[src/rtl/display_output_if.sv]
// Bus between the control unit and the display output stage.
// Carries the capture strobe, LED/digit data and the registered board-side outputs.
// No backpressure: the control unit drives, the output stage always accepts.
// Ports (signals): load, led_red, led_green, led_red_blink, hex_code, hex_off,
//   hex_blink, lz_en, [brightness when DISPLAY_OUTPUT_DIM_EN], LR, LG, HEX, blink_phase.
// master = control side (drives data, reads outputs); slave = display_output_unit.
interface display_output_if #(
  parameter int NUM_DIGITS = 4,
  parameter int LEDR_W     = 10,
  parameter int LEDG_W     = 8
);
  logic                    load;
  logic [LEDR_W-1:0]       led_red;
  logic [LEDG_W-1:0]       led_green;
  logic [LEDR_W-1:0]       led_red_blink;
  logic [4*NUM_DIGITS-1:0] hex_code;
  logic [NUM_DIGITS-1:0]   hex_off;
  logic [NUM_DIGITS-1:0]   hex_blink;
  logic                    lz_en;
`ifdef DISPLAY_OUTPUT_DIM_EN
  logic [3:0]              brightness;
`endif
  logic [LEDR_W-1:0]       LR;
  logic [LEDG_W-1:0]       LG;
  logic [7*NUM_DIGITS-1:0] HEX;
  logic                    blink_phase;

  modport master (
`ifdef DISPLAY_OUTPUT_DIM_EN
    output brightness,
`endif
    output load, led_red, led_green, led_red_blink, hex_code, hex_off, hex_blink, lz_en,
    input  LR, LG, HEX, blink_phase
  );

  modport slave (
`ifdef DISPLAY_OUTPUT_DIM_EN
    input  brightness,
`endif
    input  load, led_red, led_green, led_red_blink, hex_code, hex_off, hex_blink, lz_en,
    output LR, LG, HEX, blink_phase
  );
endinterface

[src/rtl/display_output_unit.sv]
// Board output stage: double-buffered LED banks and active-low 7-segment digits
// with per-bit/per-digit blinking and leading-zero suppression.
// Latency: load captured at edge N appears on the outputs at edge N+1. No backpressure.
// Ports: clk, rst_n (async active-low), bus (display_output_if.slave): data inputs
//   captured on load, registered outputs LR, LG, HEX, blink_phase.
// Optional: define DISPLAY_OUTPUT_DIM_EN to add a 4-bit brightness input and PWM dimming.
module display_output_unit #(
  parameter int NUM_DIGITS = 4,
  parameter int LEDR_W     = 10,
  parameter int LEDG_W     = 8,
  parameter int BLINK_DIV  = 25000000
) (
  input  logic clk,
  input  logic rst_n,
  display_output_if.slave bus
);

  localparam int            CW         = $clog2(BLINK_DIV);
  localparam logic [CW-1:0] BLINK_LAST = CW'(BLINK_DIV - 1);

  // Active-low glyphs, bit0 = segment a ... bit6 = segment g.
  function automatic logic [6:0] seg_decode(input logic [3:0] code);
    logic [6:0] seg;
    case (code)
      4'h0: seg = 7'h40;
      4'h1: seg = 7'h79;
      4'h2: seg = 7'h24;
      4'h3: seg = 7'h30;
      4'h4: seg = 7'h19;
      4'h5: seg = 7'h12;
      4'h6: seg = 7'h02;
      4'h7: seg = 7'h78;
      4'h8: seg = 7'h00;
      4'h9: seg = 7'h10;
      4'hA: seg = 7'h08;
      4'hB: seg = 7'h03;
      4'hC: seg = 7'h46;
      4'hD: seg = 7'h21;
      4'hE: seg = 7'h06;
      default: seg = 7'h0E;
    endcase
    return seg;
  endfunction

  // Shadow registers
  logic [LEDR_W-1:0]       red_q;
  logic [LEDG_W-1:0]       green_q;
  logic [LEDR_W-1:0]       red_blink_q;
  logic [4*NUM_DIGITS-1:0] code_q;
  logic [NUM_DIGITS-1:0]   off_q;
  logic [NUM_DIGITS-1:0]   hblink_q;
  logic                    lz_q;
`ifdef DISPLAY_OUTPUT_DIM_EN
  logic [3:0]              bright_q;
  logic [3:0]              pwm_q;
`endif

  // Blink timebase
  logic [CW-1:0] cnt_q, cnt_d;
  logic          phase_q, phase_d;
  logic          wrap;

  // Output registers
  logic [LEDR_W-1:0]       lr_q, lr_d;
  logic [LEDG_W-1:0]       lg_q, lg_d;
  logic [7*NUM_DIGITS-1:0] hex_q, hex_d;

  always_ff @(posedge clk or negedge rst_n) begin
    if (!rst_n) begin
      red_q       <= '0;
      green_q     <= '0;
      red_blink_q <= '0;
      code_q      <= '0;
      off_q       <= '1;
      hblink_q    <= '0;
      lz_q        <= 1'b0;
`ifdef DISPLAY_OUTPUT_DIM_EN
      bright_q    <= 4'hF;
`endif
    end else if (bus.load) begin
      red_q       <= bus.led_red;
      green_q     <= bus.led_green;
      red_blink_q <= bus.led_red_blink;
      code_q      <= bus.hex_code;
      off_q       <= bus.hex_off;
      hblink_q    <= bus.hex_blink;
      lz_q        <= bus.lz_en;
`ifdef DISPLAY_OUTPUT_DIM_EN
      bright_q    <= bus.brightness;
`endif
    end
  end

  assign wrap    = (cnt_q == BLINK_LAST);
  assign cnt_d   = wrap ? '0 : cnt_q + 1'b1;
  assign phase_d = phase_q ^ wrap;

  always_ff @(posedge clk or negedge rst_n) begin
    if (!rst_n) begin
      cnt_q   <= '0;
      phase_q <= 1'b0;
`ifdef DISPLAY_OUTPUT_DIM_EN
      pwm_q   <= 4'h0;
`endif
    end else begin
      cnt_q   <= cnt_d;
      phase_q <= phase_d;
`ifdef DISPLAY_OUTPUT_DIM_EN
      pwm_q   <= pwm_q + 4'h1;
`endif
    end
  end

  // Decode from shadows and the current phase; the result is registered once.
  always_comb begin
    logic       above_clear;
    logic       blank;
    logic [3:0] digit;
    lr_d        = red_q & ~(red_blink_q & {LEDR_W{phase_q}});
    lg_d        = green_q;
    hex_d       = '1;
    above_clear = 1'b1;
    blank       = 1'b0;
    digit       = 4'h0;
    // Walk from the most significant digit down. above_clear stays set while
    // every digit seen so far is zero or forced off, so an off digit does not
    // end suppression but any visible non-zero digit does.
    for (int i = NUM_DIGITS - 1; i >= 0; i--) begin
      digit = code_q[4*i +: 4];
      blank = off_q[i] | (hblink_q[i] & phase_q);
      if ((i > 0) && lz_q && (digit == 4'h0) && above_clear) begin
        blank = 1'b1;
      end
      above_clear = above_clear & ((digit == 4'h0) | off_q[i]);
      hex_d[7*i +: 7] = blank ? 7'h7F : seg_decode(digit);
    end
`ifdef DISPLAY_OUTPUT_DIM_EN
    // Full scale bypasses the PWM so brightness F is steady rather than 15/16.
    if (!((bright_q == 4'hF) || (pwm_q < bright_q))) begin
      lr_d  = '0;
      lg_d  = '0;
      hex_d = '1;
    end
`endif
  end

  always_ff @(posedge clk or negedge rst_n) begin
    if (!rst_n) begin
      lr_q  <= '0;
      lg_q  <= '0;
      hex_q <= '1;
    end else begin
      lr_q  <= lr_d;
      lg_q  <= lg_d;
      hex_q <= hex_d;
    end
  end

  assign bus.LR          = lr_q;
  assign bus.LG          = lg_q;
  assign bus.HEX         = hex_q;
  assign bus.blink_phase = phase_q;

endmodule

[src/flat_wrapper.sv]
// flat-port wrapper written by rule: the top's interface ports become plain ports
module display_output_unit_flat 
#(
  parameter int NUM_DIGITS = 4,
  parameter int LEDR_W     = 10,
  parameter int LEDG_W     = 8,
  parameter int BLINK_DIV  = 25000000
)
  (clk, rst_n, bus_load, bus_led_red, bus_led_green, bus_led_red_blink, bus_hex_code, bus_hex_off, bus_hex_blink, bus_lz_en, bus_LR, bus_LG, bus_HEX, bus_blink_phase);
  display_output_if #(.NUM_DIGITS(NUM_DIGITS), .LEDR_W(LEDR_W), .LEDG_W(LEDG_W)) bus_i ();
  input  logic clk;
  input  logic rst_n;
  input wire logic [$bits(bus_i.load)-1:0] bus_load;
  input wire logic [$bits(bus_i.led_red)-1:0] bus_led_red;
  input wire logic [$bits(bus_i.led_green)-1:0] bus_led_green;
  input wire logic [$bits(bus_i.led_red_blink)-1:0] bus_led_red_blink;
  input wire logic [$bits(bus_i.hex_code)-1:0] bus_hex_code;
  input wire logic [$bits(bus_i.hex_off)-1:0] bus_hex_off;
  input wire logic [$bits(bus_i.hex_blink)-1:0] bus_hex_blink;
  input wire logic [$bits(bus_i.lz_en)-1:0] bus_lz_en;
  output wire logic [$bits(bus_i.LR)-1:0] bus_LR;
  output wire logic [$bits(bus_i.LG)-1:0] bus_LG;
  output wire logic [$bits(bus_i.HEX)-1:0] bus_HEX;
  output wire logic [$bits(bus_i.blink_phase)-1:0] bus_blink_phase;
  assign bus_i.load = bus_load;
  assign bus_i.led_red = bus_led_red;
  assign bus_i.led_green = bus_led_green;
  assign bus_i.led_red_blink = bus_led_red_blink;
  assign bus_i.hex_code = bus_hex_code;
  assign bus_i.hex_off = bus_hex_off;
  assign bus_i.hex_blink = bus_hex_blink;
  assign bus_i.lz_en = bus_lz_en;
  assign bus_LR = bus_i.LR;
  assign bus_LG = bus_i.LG;
  assign bus_HEX = bus_i.HEX;
  assign bus_blink_phase = bus_i.blink_phase;
  display_output_unit #(.NUM_DIGITS(NUM_DIGITS), .LEDR_W(LEDR_W), .LEDG_W(LEDG_W), .BLINK_DIV(BLINK_DIV)) u_core (.clk(clk), .rst_n(rst_n), .bus(bus_i));
endmodule
[config.mk]
export PLATFORM = sky130hd
export DESIGN_NAME = display_output_unit_flat
export DESIGN_NICKNAME = d
export VERILOG_FILES = /design/src/rtl/display_output_if.sv /design/src/rtl/display_output_unit.sv /design/src/flat_wrapper.sv
export SDC_FILE = /design/constraint.sdc
export NUM_CORES = 1
export LEC_CHECK = 0
export ABC_AREA = 1
export CAP_MARGIN = 5
export CORE_UTILIZATION = 45
export DETAILED_ROUTE_END_ITERATION = 8
export GPL_TIMING_DRIVEN = 0
export PLACE_DENSITY_LB_ADDON = 0.12
export SETUP_SLACK_MARGIN = 0.2
export SLEW_MARGIN = 20
export SYNTH_ARGS = -nofsm -noshare
export SYNTH_HDL_FRONTEND = slang
export SYNTH_SLANG_ARGS = --single-unit
[constraint.sdc]
create_clock -name clk -period 3.11 [get_ports clk]
set_clock_uncertainty 0.1 [all_clocks]
set_input_delay 0.622 -clock clk [delete_from_list [all_inputs] [get_ports clk]]
set_output_delay 0.622 -clock clk [all_outputs]
set_load 0.02 [all_outputs]
# == Yosys cells after proc, flatten, opt, wreduce, memory -nomap -nowiden ==
# Memory sizes are Yosys's and may differ from the RTL's.
# Cells that the tools add are included.
# word_totals
word_cells,49
mem_count,4
mem_bits_ro,448
input_bits,56
output_inout_bits,47
register_bits,125
# op_classes
reduce_logical,8
addsub,1
n_eq_ne,1
n_bitwise,15
muxes,8
# memory_table
memory,depth,word_bits,read_ports,rd_clocked_by_memory_dff,write_ports,line,text
(no name shown),16,7,1,0,0,display_output_unit.sv:24,case (code)
(no name shown),16,7,1,0,0,display_output_unit.sv:24,
(no name shown),16,7,1,0,0,display_output_unit.sv:24,
(no name shown),16,7,1,0,0,display_output_unit.sv:24,
# op_table
cell,count
two-way mux 7 bit,4
"adder 25 x 1 -> 25 bit, second input constant",1
"== test 25 bit, second input constant",1
two-way mux 25 bit,1
AND 10 bit,2
logical NOT 4 bit,3
NOT 10 bit,1
OR 1 bit,6
AND 1 bit,5
logical AND 1 bit,5
two-way mux 1 bit,3
XOR 1 bit,1

# == Logic depth before layout (Yosys ltp) ==
# logic_depth
depth_word,6
depth_mapped,8
ltp_nobuf,8

# == Worst setup path before layout ==
# No wires, ideal clock.
# synth_path
kind,input -> register
startpoint,input port bus_load
endpoint,register u_core.green_q[3]
n_path_buf,2
t_arrival_ps,1342
slack_ps,1543
setup_ps,125
stages,3
required_time_ps,2885
cell_sequence,buf_2 buf_2 mux2_2
# synth_rtl
element,line,text
start: declaration,flat_wrapper.sv:13,input wire logic [$bits(bus_i.load)-1:0] bus_load;
end signal: assignment,display_output_unit.sv:82,green_q <= bus.led_green;
end: declaration,display_output_unit.sv:47,logic [LEDG_W-1:0] green_q;
# No word-level cell between the ends.

# == Worst setup path after layout ==
# layout_path
startpoint,"register u_core.phase_q, in the netlist u_core.bus.blink_phase"
endpoint,output port bus_blink_phase
# layout_rtl
element,line,text
start: declaration,display_output_unit.sv:60,"logic phase_q, phase_d;"
start signal: assignment,display_output_unit.sv:107,phase_q <= phase_d;
end: declaration,flat_wrapper.sv:24,output wire logic [$bits(bus_i.blink_phase)-1:0] bus_blink_phase;
# No word-level cell between the ends.

==> impl_metrics.ini <==
[clock_network]
clkLatencyLatePin_ns = 0.41
postCtsHoldBufs = 0
cts.path.max_buffers = 2
root_buffer = clkbuf_16
cts_sinks = 125
cts.repair.resized = 0
clk_pin_slew_ns = 0.06
cts_tree = built
cts_setup_buffers = 0
h-tree-depth = 4
cts_buffers = 17

[route]
drt-pass1-iter-count = 5
post_drt_wl_per_cell_um = 13.9
drc = 0
drtIter0Drc = 341
ant_nets = 0
vias = 4668
wl_mm = 12.9
post_drt_via_cell_ratio = 5.00

[layout]
final_util = 0.610
multi_input_area_sq_um = 2360
drive_gt1_frac = 0.163
fin_nets = 828
syn_to_final_growth_pct = 32.0
final-seq-area_sq_um = 3170
antenna_cells = 0
nFillCells = 1065

[logic_synthesis]
synth_common_cells = 132 x nand2_1, 93 x dfrtp_1, 67 x nor2_1
yosys_warnings = 0
synthDistinctLibCells = 36
synth.most_common_cell = nand2_1
ys_seq_area_frac = 0.541
synth_edf_count = 0
yosys_register_bits = 125
synth_top_area_frac = 0.397
async_flop_share = 1.00
yosys_most_used_dff = dfrtp_1
synth_cells = 627
syn_area_sq_um = 5860
syn_nets = 707
synth_area_per_cell_sq_um = 9.34
synth_area_leaders = dfrtp_1 40%, dfstp_2 14%, nand2_1 8.5%
synth_top_cell_by_area = dfrtp_1

[power]
p_leak_nw = 3.46
vdd_ir_drop_max_v = 0.000399
power_density_nw_per_um2 = 595

[critical_path]
critPathKind = reg2out
path_buf_inv = 1
critPathLaunch = u_core.bus.blink_phase
cp_cell_sequence = clkdlybuf4s50_1
cp-end-kind = output pin
cp-start-kind = register
crit_fanout = 7
rr_startpoint = u_core.cnt_q[0]
slowest_stage = clkdlybuf4s50_1
cpPeakStageDelay_ns = 0.66
required_ns = 2.39
arrival_ns = 1.58
cp_top_family = buffers and inverters

[timing]
hold_violations = 0
slew_headroom = 0.589
drv_slew = 0
finalCritPeriodShare = 0.741
final.min_clock_period_ns = 2.30
max_freq_mhz = 434
worst_pin_slew_ns = 0.617
hold_slack_ns = 0.0303
finalSetupViolations = 0
rsz0062_at_grt = false

[min_path]
hp-class = in2async

[placed_design]
io_buffers = 101
routabilityCongestion = 0.935
dp_hpwl_mm = 9.32

[status]
status = finished clean

[grt]
use_met3 = 0.0664
antenna_found_initial = 0
grt_pass1_vias = 4492
grt_use_total = 0.206
grt_first_pass_wirelength_mm = 20.9
grt_busiest_layer = met2
gr-usage-met1 = 0.252
grt_start_max_net_pins = 81
grtUsageMet2 = 0.341
grt.overflow.total = 0

[die]
row_count = 41
io_pins = 103
die_y_um = 116
core_sq_um = 12700
die_w_um = 116
fp.dieArea_sq_um = 13500
start_util = 0.462

[flow_run]
cap_violations = 0
-- stage by stage --
stage / power [mW] / cell area (sq um) / TNS, ns / setup WS, ns / instances
4_1_cts: 4.65 / 7730 / 0 / 0.774 / 933
6_report: 4.60 / 7730 / 0 / 0.806 / 933
3_5_place_dp: 2.59 / 7110 / 0 / 1.23 / 901
2_1_floorplan: 2.25 / 5860 / 0 / 1.54 / 627
3_3_place_gp: 2.57 / 7080 / -374.13 / -3.39 / 900
5_1_grt: 4.79 / 7730 / 0 / 0.735 / 933
-- path summary, 6_finish.rpt --
| path | endpoint | slack [ns] | cells past startpoint |
|---|---|---|---|
| max | bus_blink_phase | 0.81 | 1 |
| min | u_core.cnt_q[11] | 0.03 | 1 |
| max reg2reg | u_core.cnt_q[18] | 1.41 | 8 |
| min reg2reg | u_core.bus.LG[7] | 0.27 | 0 |
| max in group asynchronous | u_core.bus.HEX[26] | 2.12 | 2 |
| min in group clk | u_core.bus.LG[7] | 0.27 | 0 |
-- logic make-up (layout without fill, tap and decap cells) --
group                      Yosys count  count (layout)  synth area share
muxes                               23              23            0.0442
buffers and inverters               85             219            0.0562
AOI/OAI and AO/OA                   97              97            0.0929
xor gates and xnor gates            11              11            0.0164
DFF                                125             125             0.541
and+or+nand+nor                    262             262             0.198
adders and majority gates           24              24            0.0513
-- cell type report --
cell class,count,area share
multi-input combinational,417,0.305
clock buffer,22,0.0626
tap,172,0.0278
inverter,69,0.0335
buffer,16,0.00906
timing repair buffer,102,0.134
sequential,125,0.410
clock inverter,10,0.0175
-- per-layer routing --
layer	vias up	wire (um)	part of all wire
met5	-	0	0
met4	0	235	0.018
met3	25	726	0.056
met2	137	6340	0.49
met1	2228	5630	0.44
li1	2278	-	-
-- placed cells by master (no fill, tap or decap), drive strengths merged --
master / synthesis / layout
nand2: 138 / 138
clkdlybuf4s50: 0 / 100
dfrtp: 93 / 93
nor2: 78 / 78
inv: 68 / 69
o21ai: 48 / 48
nand3: 34 / 34
dfstp: 32 / 32
a21oi: 30 / 30
clkbuf: 5 / 27
ha: 24 / 24
mux2: 23 / 23
buf: 11 / 13
xor2: 10 / 10
nand4: 8 / 8
clkinv: 1 / 6
o211ai: 5 / 5
o2111ai: 4 / 4
o22ai: 3 / 3
bufinv: 0 / 3
nor3: 2 / 2
o31ai: 2 / 2
a31oi: 2 / 2
o21bai: 2 / 2
and2: 1 / 1
nand3b: 1 / 1
xnor2: 1 / 1
o221ai: 1 / 1
clkinvlp: 0 / 1
-- power by group --
part | leakage (nW) | switching, mW | total (mW) | internal, mW
sequential | 1.49 | 0.0637 | 1.88 | 1.81
clock | 0.306 | 0.698 | 2.04 | 1.34
combinational | 1.67 | 0.371 | 0.684 | 0.313
total | 3.46 | 1.13 | 4.60 | 3.47
-- sequential cells by signal (all words and copies together) (netlist names) --
signal,flops
u_core.hblink_q,4
u_core.bus.LG,8
u_core.code_q,16
u_core.bus.HEX,28
u_core.red_blink_q,10
u_core.red_q,10
u_core.lz_q,1
u_core.off_q,4
u_core.green_q,8
u_core.cnt_q,25
u_core.bus.blink_phase,1
u_core.bus.LR,10
Note: power is estimated with default switching activity, not from simulation.
